$ cat src/rtl/motor_uart_pkg.sv
// Shared constants and types for the motor-control UART link.
// Used by the command receiver and the telemetry transmitter.
package motor_uart_pkg;

    localparam logic [7:0] HDR_RPM   = 8'h92;
    localparam logic [7:0] TERM_BYTE = 8'hFF;

    localparam int CHN_WIDTH = 3;
    localparam int VAL_WIDTH = 13;
    localparam int MAX_CHN   = 4;

    localparam int A_CHN_LSB = 5;
    localparam int A_VAL_MSB = 4;
    localparam int BYTE_BITS = 8;

    localparam int SAT_MAX = 4095;
    localparam int SAT_MIN = -4096;

    typedef enum logic [2:0] {
        TX_IDLE,
        TX_HDR,
        TX_CHN_HI,
        TX_CHN_LO,
        TX_TERM
    } tx_state_e;

    function automatic logic [7:0] chn_hi_byte(
        input logic [1:0]           chn,
        input logic [VAL_WIDTH-1:0] val
    );
        return {1'b0, chn, val[VAL_WIDTH-1:BYTE_BITS]};
    endfunction

endpackage

$ cat src/rtl/uart_tx_byte.sv
// 8N1 byte serialiser: start bit, eight data bits LSB first, stop bit.
// done pulses in the last cycle of the stop bit so a new byte can follow with no gap.
module uart_tx_byte #(
    parameter int BAUD_CLK = 234
) (
    input  logic       clk,
    input  logic       rst,
    input  logic       start,
    input  logic [7:0] data,
    output logic       tx,
    output logic       done,
    output logic       busy
);

    localparam int CW = (BAUD_CLK > 1) ? $clog2(BAUD_CLK) : 1;

    logic [CW-1:0] cnt_q, cnt_d;
    logic [3:0]    bit_q, bit_d;
    logic [7:0]    shr_q, shr_d;
    logic          tx_q, tx_d;
    logic          busy_q, busy_d;
    logic          bit_end;

    assign bit_end = busy_q && (cnt_q == CW'(BAUD_CLK - 1));
    assign done    = bit_end && (bit_q == 4'd9);
    assign tx      = tx_q;
    assign busy    = busy_q;

    // Next-state: load on start, otherwise step baud counter and bit index.
    always_comb begin
        cnt_d  = cnt_q;
        bit_d  = bit_q;
        shr_d  = shr_q;
        tx_d   = tx_q;
        busy_d = busy_q;
        if (start && (!busy_q || done)) begin
            busy_d = 1'b1;
            cnt_d  = '0;
            bit_d  = 4'd0;
            shr_d  = data;
            tx_d   = 1'b0;
        end else if (busy_q) begin
            if (bit_end) begin
                cnt_d = '0;
                if (bit_q == 4'd9) begin
                    busy_d = 1'b0;
                    tx_d   = 1'b1;
                end else begin
                    bit_d = bit_q + 4'd1;
                    if (bit_q == 4'd8) begin
                        tx_d = 1'b1;
                    end else begin
                        tx_d  = shr_q[0];
                        shr_d = {1'b0, shr_q[7:1]};
                    end
                end
            end else begin
                cnt_d = cnt_q + CW'(1);
            end
        end
    end

    // State registers; line idles high.
    always_ff @(posedge clk) begin
        if (rst) begin
            cnt_q  <= '0;
            bit_q  <= 4'd0;
            shr_q  <= 8'h00;
            tx_q   <= 1'b1;
            busy_q <= 1'b0;
        end else begin
            cnt_q  <= cnt_d;
            bit_q  <= bit_d;
            shr_q  <= shr_d;
            tx_q   <= tx_d;
            busy_q <= busy_d;
        end
    end

endmodule

$ cat src/rtl/uart_telemetry_tx.sv
// Telemetry transmitter: holds saturated per-channel samples and, on request,
// sends header, two bytes per channel and a terminator over the UART line.
module uart_telemetry_tx
    import motor_uart_pkg::*;
#(
    parameter int         DATA_WIDTH = 16,
    parameter int         NUM_CHN    = 4,
    parameter int         CLK_FREQ   = 27_000_000,
    parameter int         BAUD_RATE  = 115200,
    parameter logic [7:0] HDR_BYTE   = HDR_RPM,
    parameter logic [7:0] TRM_BYTE   = TERM_BYTE
) (
    input  logic                  clk,
    input  logic                  rst,
    input  logic                  tr_valid_i,
    input  logic [CHN_WIDTH-1:0]  tr_chn_i,
    input  logic [DATA_WIDTH-1:0] tr_data_i,
    input  logic                  send_i,
    output logic                  busy_o,
    output logic                  uart_tx
);

    localparam int BAUD_CLK = CLK_FREQ / BAUD_RATE;

    localparam logic signed [DATA_WIDTH-1:0] LIM_HI = DATA_WIDTH'(SAT_MAX);
    localparam logic signed [DATA_WIDTH-1:0] LIM_LO = DATA_WIDTH'(SAT_MIN);

    logic [VAL_WIDTH-1:0] ch_q [MAX_CHN];
    logic [VAL_WIDTH-1:0] ch_d [MAX_CHN];
    logic [VAL_WIDTH-1:0] snap_q [MAX_CHN];
    logic [VAL_WIDTH-1:0] snap_d [MAX_CHN];

    tx_state_e            state_q, state_d;
    logic [CHN_WIDTH-1:0] chn_q, chn_d;
    logic [CHN_WIDTH-1:0] chn_nxt;
    logic [VAL_WIDTH-1:0] sat_val;
    logic signed [DATA_WIDTH-1:0] sample;

    logic       byte_start;
    logic [7:0] byte_data;
    logic       byte_done;
    logic       byte_busy;

    assign chn_nxt = chn_q + CHN_WIDTH'(1);

    // Clamp the incoming sample to the 13-bit signed wire range.
    always_comb begin
        sample = tr_data_i;
        if (sample > LIM_HI) begin
            sat_val = VAL_WIDTH'(SAT_MAX);
        end else if (sample < LIM_LO) begin
            sat_val = VAL_WIDTH'(SAT_MIN);
        end else begin
            sat_val = sample[VAL_WIDTH-1:0];
        end
    end

    // Channel bank write and snapshot with write-through of a coincident write.
    always_comb begin
        ch_d   = ch_q;
        snap_d = snap_q;
        if (tr_valid_i && (tr_chn_i < CHN_WIDTH'(NUM_CHN))) begin
            ch_d[tr_chn_i[1:0]] = sat_val;
        end
        if ((state_q == TX_IDLE) && send_i) begin
            snap_d = ch_d;
        end
    end

    // Frame sequencer: each state hands the next byte to the engine on done.
    always_comb begin
        state_d    = state_q;
        chn_d      = chn_q;
        byte_start = 1'b0;
        byte_data  = HDR_BYTE;
        unique case (state_q)
            TX_IDLE: begin
                if (send_i) begin
                    byte_start = 1'b1;
                    byte_data  = HDR_BYTE;
                    state_d    = TX_HDR;
                end
            end
            TX_HDR: begin
                if (byte_done) begin
                    byte_start = 1'b1;
                    byte_data  = chn_hi_byte(2'd0, snap_q[0]);
                    chn_d      = '0;
                    state_d    = TX_CHN_HI;
                end
            end
            TX_CHN_HI: begin
                if (byte_done) begin
                    byte_start = 1'b1;
                    byte_data  = snap_q[chn_q[1:0]][7:0];
                    state_d    = TX_CHN_LO;
                end
            end
            TX_CHN_LO: begin
                if (byte_done) begin
                    byte_start = 1'b1;
                    if (chn_q == CHN_WIDTH'(NUM_CHN - 1)) begin
                        byte_data = TRM_BYTE;
                        state_d   = TX_TERM;
                    end else begin
                        byte_data = chn_hi_byte(chn_nxt[1:0],
                                                snap_q[chn_nxt[1:0]]);
                        chn_d     = chn_nxt;
                        state_d   = TX_CHN_HI;
                    end
                end
            end
            TX_TERM: begin
                if (byte_done) begin
                    state_d = TX_IDLE;
                end
            end
            default: state_d = TX_IDLE;
        endcase
    end

    // Registers for bank, snapshot, sequencer state and channel counter.
    always_ff @(posedge clk) begin
        if (rst) begin
            for (int i = 0; i < MAX_CHN; i++) begin
                ch_q[i]   <= '0;
                snap_q[i] <= '0;
            end
            state_q <= TX_IDLE;
            chn_q   <= '0;
        end else begin
            ch_q    <= ch_d;
            snap_q  <= snap_d;
            state_q <= state_d;
            chn_q   <= chn_d;
        end
    end

    assign busy_o = (state_q != TX_IDLE) || byte_busy;

    uart_tx_byte #(
        .BAUD_CLK (BAUD_CLK)
    ) u_byte (
        .clk   (clk),
        .rst   (rst),
        .start (byte_start),
        .data  (byte_data),
        .tx    (uart_tx),
        .done  (byte_done),
        .busy  (byte_busy)
    );

endmodule

$ cat config.mk
export PLATFORM = sky130hd
export DESIGN_NAME = uart_telemetry_tx
export DESIGN_NICKNAME = d
export VERILOG_FILES = /design/src/rtl/motor_uart_pkg.sv /design/src/rtl/uart_tx_byte.sv /design/src/rtl/uart_telemetry_tx.sv
export SDC_FILE = /design/constraint.sdc
export NUM_CORES = 1
export LEC_CHECK = 0
export CAP_MARGIN = 10
export CORE_MARGIN = 4
export CORE_UTILIZATION = 40
export CTS_BUF_LIST = sky130_fd_sc_hd__clkbuf_8
export DETAILED_ROUTE_END_ITERATION = 12
export GPL_TIMING_DRIVEN = 0
export PLACE_DENSITY_LB_ADDON = 0.05
export SETUP_SLACK_MARGIN = 0.1
export SKIP_CTS_REPAIR_TIMING = 1
export SYNTH_ARGS = -nofsm -noshare
export SYNTH_HDL_FRONTEND = slang
export SYNTH_SLANG_ARGS = --single-unit
$ cat constraint.sdc
create_clock -name clk -period 2.82 [get_ports clk]
set_input_delay 0.705 -clock clk [delete_from_list [all_inputs] [get_ports clk]]
set_output_delay 0.705 -clock clk [all_outputs]
set_load 0.01 [all_outputs]
# After elaboration in Yosys (flattened, before gate mapping)
# Index checks and enable logic that the tools add are counted.
dict set report totals {
  wordCells 111
  rom_bits 0
  mem_count 0
  reg_bits 132
  latchBits 0
  ramBits 0
}
dict set report classes {
  n_mul 0
  n_mux 45
  eq_ne 16
  shifts 0
  reduce_logical 21
  order_cmp 7
  bitwise_logic 4
  n_div 0
  add_sub_neg 3
}
# op count
set op_table {}
lappend op_table {{two-way mux 8 bit} 12}
lappend op_table {{two-way mux 13 bit} 5}
lappend op_table {{binary-select mux 13 bit (select 2 bit)} 2}
lappend op_table {{bitwise mux 52 bit} 1}
lappend op_table {{two-way mux 52 bit} 1}
lappend op_table {{demux 13 bit (select 2 bit)} 1}
lappend op_table {{two-way mux 3 bit} 8}
lappend op_table {{case mux 8 bit (3 select lines)} 1}
lappend op_table {{greater-than comparator 16 x 13 -> 1 bit, second input constant} 1}
lappend op_table {{< comparator 16 x 13 -> 1 bit, second input constant} 1}
lappend op_table {{case mux 3 bit (5 select lines)} 1}
lappend op_table {{two-way mux 1 bit} 11}
lappend op_table {{inequality test 2 x 1 -> 1 bit, second input constant} 5}
lappend op_table {{equality test 3 x 2 -> 1 bit, second input constant} 3}
lappend op_table {{>= comparator 3 bit, second input constant} 3}
lappend op_table {{inverter 2 -> 3 bit} 3}
lappend op_table {{adder 8 x 1 -> 8 bit, second input constant} 1}
lappend op_table {{equality test 4 bit, second input constant} 2}
lappend op_table {{equality test 8 bit, second input constant} 1}
lappend op_table {{AND reduction 4 bit} 2}
lappend op_table {{logical AND 1 bit} 6}
lappend op_table {{inequality test 2 bit, second input constant} 3}
lappend op_table {{case mux 3 bit (2 select lines)} 1}
lappend op_table {{nonzero test 2 bit} 3}
lappend op_table {{17 further kinds} 18}

# Longest topological paths before layout
# Gate-level depths: netlist of run 1.
dict set report logic_depth {
  word_depth 9
  depth_mapped 8
}

# Hierarchy
# Synthesis of run 1 repeated with hierarchy kept, for this count alone.
dict set report hier_totals {
  cells_unflattened 678
  area_unflattened_um2 6174.7
}
# mod area_per_inst_um2 cells_per_inst instances
set by_module_without_submodules {}
lappend by_module_without_submodules {uart_telemetry_tx 5034.8 551 1}
lappend by_module_without_submodules {uart_tx_byte 1139.8 127 1}

# Worst setup path after synthesis of run 1
# No wires, ideal clock.
dict set report synth_path {
  path_kind {input -> register}
  start {input tr_valid_i}
  end {register snap_q[41] in the netlist's numbering}
  cell_stages 5
  required_time_ns 2.686
  arrival_ns 1.874
  setup_ns 0.134
  path_slack_ns 0.812
  path_cell_list {nor2b_1 nor3b_2 buf_2 mux2i_1 a211oi_1}
}
dict set report synth_between {
  elab_chain_len 2
}
# item line
set synth_lines {}
lappend synth_lines {{start, declared} uart_telemetry_tx.sv:15} ;# input logic tr_valid_i,
lappend synth_lines {{logical AND 1 bit} uart_telemetry_tx.sv:62} ;# if (tr_valid_i && (tr_chn_i < CHN_WIDTH'(NUM_CHN))) begin
lappend synth_lines {{two-way mux 52 bit} uart_telemetry_tx.sv:62}
lappend synth_lines {{end signal, assigned} uart_telemetry_tx.sv:133} ;# snap_q <= snap_d;
lappend synth_lines {{end, declared} uart_telemetry_tx.sv:30} ;# logic [VAL_WIDTH-1:0] snap_q [MAX_CHN];
# No other way between the ends.
# A chain may end at the register's enable or synchronous reset.

# Final worst setup path of run 1
dict set report layout_path {
  start {register state_q[0]}
  end {output busy_o}
}
dict set report layout_between {
  elab_chain_len 2
}
# item line
set layout_lines {}
lappend layout_lines {{start, declared} uart_telemetry_tx.sv:33} ;# tx_state_e state_q, state_d;
lappend layout_lines {{start signal, assigned} uart_telemetry_tx.sv:134} ;# state_q <= state_d;
lappend layout_lines {{nonzero test 3 bit} uart_telemetry_tx.sv:139} ;# assign busy_o = (state_q != TX_IDLE) || byte_busy;
lappend layout_lines {{logical OR 1 bit} uart_telemetry_tx.sv:139}
lappend layout_lines {{end, declared} uart_telemetry_tx.sv:19} ;# output logic busy_o,
# No other way between the ends.

==> results.ini, run 1 <==
[sta]
clock-skew-final_ns=0.00782
setup_viol=0
rsz0062_at_grt=no
drv_slew=0
max_slew_margin_pct=47.7
fmax_mhz=387
hold_violations=0
post-route-min-period_ns=2.59
tightest_slew_ns=0.774
fin_crit_sh_pct=91.7

[power_and_ir_drop]
power_mw=4.17
leakage_nw=2.41
peakVddDrop_v=0.000447
power.density_mw_per_mm2=634

[clocking]
clock_path_buffers=2
ctsRootBufferMaster=clkbuf_8
htree_levels=4
cts_sinks=132
clk_latency_ns=0.45
numCtsBuffers=17
clkSlewWorstSetupHoldPaths_ns=0.07
tritoncts=done

[setup_path]
path_class=flop to output pin
rr_startpoint=u_byte.bit_q[0]
crit_required_ns=2.12
r2r_cells=6
cp-end-kind=output pin
crit_arrival_ns=1.88
cp_max_fo=10
regToRegSetupSlack_ns=0.62
r2r_end=u_byte.shr_q[6]
start_kind=flop

[layout]
instances_no_fill=819
multi_input_area_mm2=0.00279
fill_cells=1368
ff_latch_area_mm2=0.00264
layout-drive-gt1-share_pct=11.9
n_antenna_cell=0
area_delta_synth_final_pct=16.1
finalNetCount=656

[worst_hold_path]
holdPathEnd=u_byte.shr_q[3]
min_from=u_byte.shr_q[3]
hp-class=flop to flop
hold-path-cell-count=2

[placement]
port-buffer-count=24
dp_cells=788
hpwl_um=11000
gp_routability_congestion=0.817

[floorplanning]
core.rowCount=43
fp.dieW_um=127
die_h_um=127
die_area_mm2=0.0161
io_pins=25
core-area_mm2=0.0139
initial_utilization_pct=40.8

[routing]
drc=0
drt-total-wl_um=15600
drt-initial-drc-count=285
vias=4354
ant_nets=0
vias_per_cell=5.32
wl_per_cell_um=19.1
firstDrtPassIters=5

[synth]
synth_cell_types=51
syn-cell-area_mm2=0.00566
synth-adder-area-share_pct=1.55
syn_avg_cell_area_um2=9.69
syn_inst=584
synth_xor_xnor_area_share_pct=1.24
synth_compound_area_share_pct=14.7
synth_nets=614
yosysWarnings=0
synth-async-reset-ratio_pct=0
synth-edff-count=0
synth-seq-area-share_pct=46.7
synth_top_family_by_area=simple AND/OR/NAND/NOR gates
synth-main-ff-cell=dfxtp_1
synthMuxAreaShare_pct=14.6
synth-simple-area-share_pct=17.3
ys_ff_latch=132

[grt]
overflow=0
antenna_found_initial=0
grt_usage_pct=20.2
grt_pass1_vias=4371
grt_max_degree=17
grt_pass1_wl_um=24600

[run_status]
status=finished, final reports clean

[flow_run]
maxCapViolCount=0

power breakdown:
group          leakage, nW  total (mW)  switching (mW)  internal [mW]
clock network        0.228        1.79           0.785           1.00
registers             1.08        1.99          0.0414           1.94
logic                 1.10       0.395           0.239          0.156
total                 2.41        4.17            1.07           3.10
cells by family (layout without fill, tap and decap cells):
family / after synthesis / after routing
flip-flops: 132 / 132
AO/OA/AOI/OAI: 109 / 109
buffers and inverters: 53 / 108
multiplexers: 70 / 70
AND/OR/NAND/NOR: 205 / 205
XOR/XNOR: 8 / 8
adder cells (fa/ha/maj): 7 / 7
layer usage:
metal / global-route usage, % / part of all wire [%]
met1: 27.8 / 50
met2: 31.5 / 45
met3: 4.67 / 3.2
met4: 6.06 / 1.8
met5: 0 / 0
Yosys cell counts (2+ instances only):
| cell type | instances | share of area (%) |
|---|---|---|
| o21ai_0 | 11 | 0.97 |
| a211oi_1 | 55 | 7.3 |
| o22ai_1 | 2 | 0.22 |
| nand2_1 | 19 | 1.3 |
| dfxtp_1 | 132 | 47 |
| buf_2 | 16 | 1.4 |
| nor3b_1 | 2 | 0.27 |
| or3b_2 | 2 | 0.31 |
| nor3_1 | 6 | 0.53 |
| xnor2_1 | 4 | 0.62 |
| o21a_1 | 12 | 1.6 |
| nand2b_1 | 5 | 0.55 |
| nor2b_1 | 3 | 0.33 |
| xor2_1 | 4 | 0.62 |
| o41ai_1 | 2 | 0.31 |
| clkbuf_1 | 25 | 1.7 |
| and3_1 | 5 | 0.55 |
| mux4_2 | 10 | 4.0 |
| ha_1 | 7 | 1.5 |
| a221oi_2 | 5 | 1.3 |
| and4_1 | 2 | 0.31 |
| nand3_1 | 7 | 0.62 |
| nand4_1 | 2 | 0.22 |
| a21oi_1 | 10 | 0.88 |
| nand3b_1 | 4 | 0.53 |
| nor2_1 | 136 | 9.0 |
| o21bai_1 | 2 | 0.27 |
| inv_1 | 11 | 0.73 |
| o211ai_1 | 2 | 0.27 |
| mux2i_1 | 60 | 11 |
final cells by class:
type                            instances  area share [%]
Sequential cell                       132            40.2
Clock inverter                         14            3.05
Tap cell                              180            3.43
Inverter                               11           0.628
Timing Repair Buffer                   24            3.66
Multi-Input combinational cell        399            42.5
Clock buffer                           18            3.77
Buffer                                 41            2.76
critical path, cell delays in order (launching register included):
cell             delay, ns
dfxtp_1               0.31
clkbuf_2              0.21
clkbuf_4              0.24
nor2_1                0.08
nand2_1               0.07
clkdlybuf4s50_1       0.53
flip-flops by register name, summed over array words and instances, names as in the netlist:
signal	cells
snap_q	52
u_byte.cnt_q	8
u_byte.busy	1
u_byte.bit_q	4
chn_q	3
state_q	3
u_byte.tx	1
ch_q	52
u_byte.shr_q	8
cell usage in the layout (no fill, tap or decap), types with 10 or more instances in the layout:
cell type and count:
nor2_1 136, dfxtp_1 132, mux2i_1 60, a211oi_1 55, clkdlybuf4s50_1 24, clkbuf_1 23, nand2_1 19, clkbuf_8 18
buf_2 15, o21a_1 12, inv_1 11, o21ai_0 11, a21oi_1 10, mux4_2 10
stage by stage:
stage | setup TNS (ns) | utilization, % | hold WS (ns) | setup slack [ns] | cell area (µm²)
3_5_place_dp | -1.71 | 44.1 | 0.455 | -0.102 | 6120
2_1_floorplan | 0 | - | 0.439 | 0.812 | 5660
6_report | 0 | 47.3 | 0.466 | 0.233 | 6570
3_3_place_gp | -0.510 | 44.1 | 0.448 | -0.0600 | 6120
5_1_grt | 0 | 47.3 | 0.487 | 0.106 | 6570
4_1_cts | 0 | 47.3 | 0.467 | 0.0112 | 6570
worst max-delay path by stage:
stage	startpoint	to	slack, ns	depth (start not counted)
2_1_floorplan	tr_valid_i	snap_q[41]	0.81	5
3_3_place_gp	tr_valid_i	snap_q[42]	-0.06	6
3_5_place_dp	tr_valid_i	snap_q[41]	-0.10	6
4_1_cts	state_q[0]	busy_o	0.01	5
5_1_grt	state_q[0]	busy_o	0.11	5
6_report	state_q[0]	busy_o	0.23	5
(Power assumes the default switching activity.)
==> run 2: changes to the inputs <==
--- a/config.mk
+++ b/config.mk
@@ -10,10 +10,12 @@
 export CORE_UTILIZATION = 40
 export CTS_BUF_LIST = sky130_fd_sc_hd__clkbuf_8
 export DETAILED_ROUTE_END_ITERATION = 12
+export GPL_ROUTABILITY_DRIVEN = 0
 export GPL_TIMING_DRIVEN = 0
 export PLACE_DENSITY_LB_ADDON = 0.05
 export SETUP_SLACK_MARGIN = 0.1
 export SKIP_CTS_REPAIR_TIMING = 1
 export SYNTH_ARGS = -nofsm -noshare
 export SYNTH_HDL_FRONTEND = slang
+export SYNTH_HIERARCHICAL = 1
 export SYNTH_SLANG_ARGS = --single-unit
==> results.ini, run 2 <==
[sta]
hold_violations=0  ; unchanged
setup_viol=0  ; unchanged
hold_ws_ns=0.456  ; -0.00978 ns
fin_crit_sh_pct=93.1  ; +1.4 points
max_slew_margin_pct=50.2  ; +2.5 points
rsz0062_at_grt=yes
clock-skew-final_ns=0.0101  ; +0.00223 ns
tightest_slew_ns=0.747  ; -0.0272 ns
fmax_mhz=381  ; -1.5%
drv_slew=0  ; unchanged
setup_tns_ns=0  ; unchanged
post-route-min-period_ns=2.63  ; +0.0397 ns

[routing]
drt-total-wl_um=18300  ; +17%
ant_nets=0  ; unchanged
vias_per_cell=5.71  ; +7.3%
firstDrtPassIters=6  ; +1
wl_per_cell_um=19.5  ; +2.2%
drt-initial-drc-count=427  ; +50%
vias=5352  ; +23%
drc=0  ; unchanged

[grt]
overflow=0  ; unchanged
grt_usage_pct=20.8  ; +0.64 points
antenna_found_initial=0  ; unchanged
grt_pass1_vias=4908  ; +12%
grt_max_degree=17  ; unchanged
grt_pass1_wl_um=28000  ; +14%

[synth]
syn-cell-area_mm2=0.00617  ; +9.1%
synth-async-reset-ratio_pct=0  ; unchanged
synth-main-ff-cell=dfxtp_1
synth-edff-count=0  ; unchanged
synth.top_cell.area_share_pct=42.8  ; -3.9 points
syn_avg_cell_area_um2=9.11  ; -6.0%
synth_top_area_cell=dfxtp_1
syn_inst=678  ; +16%
synthTopCellsByCount=dfxtp_1 (132), nor2_1 (105), nand2_1 (40)
synthTopCellsByArea=dfxtp_1 (43%), nor2_1 (6.4%), mux4_2 (4.0%)
synth.most_common_cell=dfxtp_1
ys_ff_latch=132  ; unchanged
synth_nets=708  ; +15%
yosysWarnings=6  ; +6
synth_cell_types=61  ; +20%
synth-seq-area-share_pct=42.8  ; -3.9 points

[layout]
finalNetCount=767  ; +17%
mostFrequentLayoutCell=dfxtp_1
fill_cells=1440  ; +5.3%
layout-drive-gt1-share_pct=17.7  ; +5.8 points
area_delta_synth_final_pct=16.6
layout_common_cells=dfxtp_1 (127), nor2_1 (103), nand2_1 (39)
top_regs=ch_q (52), snap_q (52)
n_antenna_cell=0  ; unchanged

[clocking]
cts_sinks=132  ; unchanged
tritoncts=done
ctsRootBufferMaster=clkbuf_8
clk_latency_ns=0.45  ; about the same
htree_levels=4  ; unchanged
clock_path_buffers=2  ; unchanged
numCtsBuffers=17  ; unchanged
clkSlewWorstSetupHoldPaths_ns=0.07  ; about the same

[worst_hold_path]
holdPathEnd=chn_q[2]
hold-path-cell-count=2  ; unchanged
min_from=chn_q[2]
hp-class=flop to flop

[setup_path]
start_kind=flop
crit_path_frequent_cell=buf_6
slowest_delay_ns=0.47  ; -0.06 ns
rr_startpoint=u_byte/cnt_q[2]
r2r_cells=12  ; +6
cp_max_fo=7  ; -3
crit_chain=nand4bb_1 > buf_6 > or2_4 > buf_8 > nor2_4 > buf_6 > o211ai_1 > nand2b_1 > inv_2 > o41a_1 > buf_2 > o221a_1
cp-end-kind=flop
r2r_end=u_byte/shr_q[3]
path_class=flop to flop
slowest_stage=o41a_1
regToRegSetupSlack_ns=0.19  ; -0.43 ns
crit_arrival_ns=2.96  ; +1.08 ns
crit_required_ns=3.16  ; +1.04 ns

[floorplanning]
die_h_um=132  ; +4.2%
io_pins=25  ; unchanged
die_area_mm2=0.0175  ; +8.5%
core.rowCount=45  ; +4.7%
fp.dieW_um=132  ; +4.2%
core-area_mm2=0.0151  ; +9.1%
initial_utilization_pct=40.8  ; about the same

[flow_run]
maxCapViolCount=0  ; unchanged

[run_status]
status=finished, final reports clean

[power_and_ir_drop]
power.density_mw_per_mm2=553  ; -13%
leakage_nw=2.61  ; +8.6%
peakVddDrop_v=0.000356  ; -20%

[placement]
hpwl_um=13800  ; +25%
port-buffer-count=22  ; -8.3%

[run 2: cell types whose count changed in the layout (fill, tap and decap cells not counted), sizes merged, moves of 22 or more]
cell,delta
a31oi,+39
buf,+36
mux2i,-52
nand3,+23
nor2,-31
nor2b,+22
[run 2: report_power, final]
part           leakage, nW  internal [mW]  switching (mW)  total [mW]
Sequential            1.08           1.94          0.0505        1.99
Combinational         1.34          0.174           0.273       0.447
Clock                0.197          0.792           0.746        1.54
[run 2: per-stage QoR]
stage / area, µm² / util (%) / setup WS [ns] / cells / total power, mW
3_3_place_gp: 6650 / 43.9 / -0.304 / 888 / 2.46
4_1_cts: 7040 / 46.5 / -0.359 / 920 / 4.00
6_report: 7200 / 47.6 / 0.193 / 938 / 3.98
5_1_grt: 7200 / 47.6 / 0.0823 / 938 / 4.14
2_1_floorplan: 6200 / - / 0.106 / 678 / 2.31
3_5_place_dp: 6650 / 43.9 / -0.342 / 888 / 2.47
[run 2: per-layer routing]
layer | global-route usage (%) | vias up | routed length, µm
met5 | 0 | - | 0
li1 | - | 2568 | -
met3 | 4.47 | 24 | 892
met1 | 29.5 | 2617 | 8610
met4 | 7.04 | 0 | 420
met2 | 31.5 | 143 | 8360
[run 2: cells by family (layout without fill, tap and decap cells)]
logic type      count (synthesis)  in the layout  share of synthesized area, %
fa+ha+maj                       7              7                          1.42
xor+xnor                        7              7                         0.993
flops                         132            132                          42.8
buf+inv                        74            146                          6.50
compound gates                165            165                          20.7
simple gates                  272            272                          21.9
mux                            21             21                          5.67
[run 2: area by class of cell]
cell class                 count  area (µm²)  area share [%]
clock inverter                 7        45.0           0.625
multi-input combinational    472        3150            43.7
buffer                        54         345            4.79
clock buffer                  25         344            4.78
sequential                   132        2660            36.9
inverter                      20        75.1            1.04
timing repair buffer          40         353            4.90
tap                          188         235            3.27
[run 2: worst max-delay path: cells and delay by family, from the launching register on]
family,cells,cell delay [ns]
simple gates,4,0.67
compound gates,3,0.82
buf+inv,5,0.64
flops,1,0.36
[run 2: worst max path at each step]
stage / start / endpoint / slack [ns] / cells past startpoint
4_1_cts: u_byte/cnt_q[0] / u_byte/bit_q[0] / -0.36 / 13
6_report: u_byte/cnt_q[2] / u_byte/shr_q[3] / 0.19 / 12
3_3_place_gp: u_byte/cnt_q[0] / u_byte/bit_q[0] / -0.30 / 13
5_1_grt: u_byte/cnt_q[2] / u_byte/shr_q[5] / 0.08 / 12
3_5_place_dp: u_byte/cnt_q[0] / u_byte/bit_q[0] / -0.34 / 13
2_1_floorplan: u_byte/cnt_q[1] / u_byte/shr_q[0] / 0.11 / 13
==> run 3: changes to the inputs <==
--- a/config.mk
+++ b/config.mk
@@ -12,7 +12,7 @@
 export DETAILED_ROUTE_END_ITERATION = 12
 export GPL_ROUTABILITY_DRIVEN = 0
 export GPL_TIMING_DRIVEN = 0
-export PLACE_DENSITY_LB_ADDON = 0.05
+export PLACE_DENSITY_LB_ADDON = 0.15
 export SETUP_SLACK_MARGIN = 0.1
 export SKIP_CTS_REPAIR_TIMING = 1
 export SYNTH_ARGS = -nofsm -noshare
==> results.ini, run 3 (same netlist as run 2, synthesis figures left out) <==
[clocking]
clock_path_buffers=2  ; unchanged
htree_levels=4  ; unchanged
ctsRootBufferMaster=clkbuf_8
clkSlewWorstSetupHoldPaths_ns=0.07  ; about the same
cts_sinks=132  ; unchanged
tritoncts=done
clk_latency_ns=0.46  ; about the same
numCtsBuffers=17  ; unchanged

[routing]
drc=0  ; unchanged
drt-total-wl_um=17800  ; -2.9%
drt-initial-drc-count=341  ; -20%
vias=5261  ; -1.7%
ant_nets=0  ; unchanged
firstDrtPassIters=5  ; -1
wl_per_cell_um=19.1  ; -1.8%
vias_per_cell=5.67  ; -0.64%

[power_and_ir_drop]
power.density_mw_per_mm2=567  ; +2.6%
peakVddDrop_v=0.000355  ; -0.20%
leakage_nw=2.57  ; -1.8%

[floorplanning]
fp.dieW_um=132  ; unchanged
die_h_um=132  ; unchanged
die_area_mm2=0.0175  ; unchanged
core-area_mm2=0.0151  ; unchanged
io_pins=25  ; unchanged
initial_utilization_pct=40.8  ; unchanged
core.rowCount=45  ; unchanged

[setup_path]
path_class=flop to flop
slowest_delay_ns=0.47  ; about the same
slowest_stage=o41a_1
cp-end-kind=flop
start_kind=flop
crit_required_ns=3.16  ; about the same
crit_chain=inv_2 > ha_2 > nand4_1 > or2_4 > nor2_4 > buf_6 > o211ai_1 > nand2b_1 > inv_2 > o41a_1 > buf_6 > o221a_1
crit_arrival_ns=2.93  ; -0.03 ns
cp_max_fo=7  ; unchanged

[flow_run]
maxCapViolCount=0  ; unchanged

[sta]
setup_viol=0  ; unchanged
clock-skew-final_ns=0.00975  ; -0.000302 ns
rsz0062_at_grt=no
fin_crit_sh_pct=91.7  ; -1.4 points
drv_slew=0  ; unchanged
fmax_mhz=387  ; +1.6%
post-route-min-period_ns=2.59  ; -0.0403 ns
setup_tns_ns=0  ; unchanged
fin_ws_ns=0.234  ; +0.0403 ns
max_slew_margin_pct=47.1  ; -3.1 points
hold_violations=0  ; unchanged
tightest_slew_ns=0.794  ; +0.0468 ns

[placement]
port-buffer-count=22  ; unchanged
dp_cells=888  ; unchanged
hpwl_um=13400  ; -3.0%
dpl_worst_slack_ns=-0.321  ; +0.0211 ns

[layout]
mostFrequentLayoutCell=dfxtp_1
area_delta_synth_final_pct=15.5
layout-drive-gt1-share_pct=16.4  ; -1.4 points
n_antenna_cell=0  ; unchanged
fill_cells=1467  ; +1.9%
top_regs=ch_q (52), snap_q (52)
instances_no_fill=928  ; -1.1%
layout_common_cells=dfxtp_1 (130), nor2_1 (103), nand2_1 (39)
finalNetCount=758  ; -1.2%

[grt]
grt_max_degree=17  ; unchanged
antenna_found_initial=0  ; unchanged
overflow=0  ; unchanged
grt_pass1_wl_um=27800  ; -0.83%
grt_usage_pct=20.5  ; -0.28 points
grt_pass1_vias=5132  ; +4.6%

[run_status]
status=finished, final reports clean

[worst_hold_path]
hp-class=flop to flop

[run 3: changes by cell type in the layout (fill, tap and decap cells not counted), sizes merged]
cell      delta
buf          -9
clkbuf       -6
bufinv       +2
clkinvlp     +1
clkinv       +2
[run 3: final timing paths]
path              cells after the start             from              end  slack, ns
setup / recovery                     12  u_byte/cnt_q[1]  u_byte/shr_q[5]       0.23
hold reg to reg                       2          ch_q[4]          ch_q[4]       0.47
hold / removal                        2          ch_q[4]          ch_q[4]       0.47
setup reg to reg                     12  u_byte/cnt_q[1]  u_byte/shr_q[5]       0.23
[run 3: per-stage QoR]
stage	total power [mW]	area, µm²	hold WS (ns)	utilization (%)
global placement	2.46	6650	0.445	43.9
global route	4.21	7130	0.487	47.1
detailed placement	2.47	6650	0.455	43.9
CTS	4.05	7040	0.470	46.5
floorplan	2.31	6200	0.432	-
finish	4.04	7130	0.467	47.1
[run 3: layer usage]
metal	vias to the layer above	global-route usage [%]	wire, µm
met5	-	0	0
met4	0	7.62	369
met3	39	5.84	836
met2	122	31.2	8140
met1	2551	27.9	8410
li1	2549	-	-
[run 3: final cells by class]
| type | instances | area (µm²) | area share (%) |
|---|---|---|---|
| timing repair buffer | 32 | 299 | 4.19 |
| clock inverter | 12 | 131 | 1.84 |
| buffer | 53 | 330 | 4.63 |
| sequential | 132 | 2650 | 37.2 |
| clock buffer | 19 | 262 | 3.67 |
| inverter | 20 | 75.1 | 1.05 |
| tap | 188 | 235 | 3.30 |
| multi-input combinational | 472 | 3150 | 44.1 |
[run 3: where the power goes]
part / switching (mW) / internal, mW
Clock: 0.774 / 0.826
Sequential: 0.0452 / 1.94
Combinational: 0.275 / 0.179
Total: 1.09 / 2.95
[run 3: worst max-delay path: cells and delay by family (launching register included)]
| kind | cells | cell delay [ns] |
|---|---|---|
| buffers and inverters | 4 | 0.37 |
| and+or+nand+nor | 4 | 0.80 |
| DFF | 1 | 0.35 |
| AOI/OAI and AO/OA | 3 | 0.81 |
| adders and majority gates | 1 | 0.16 |
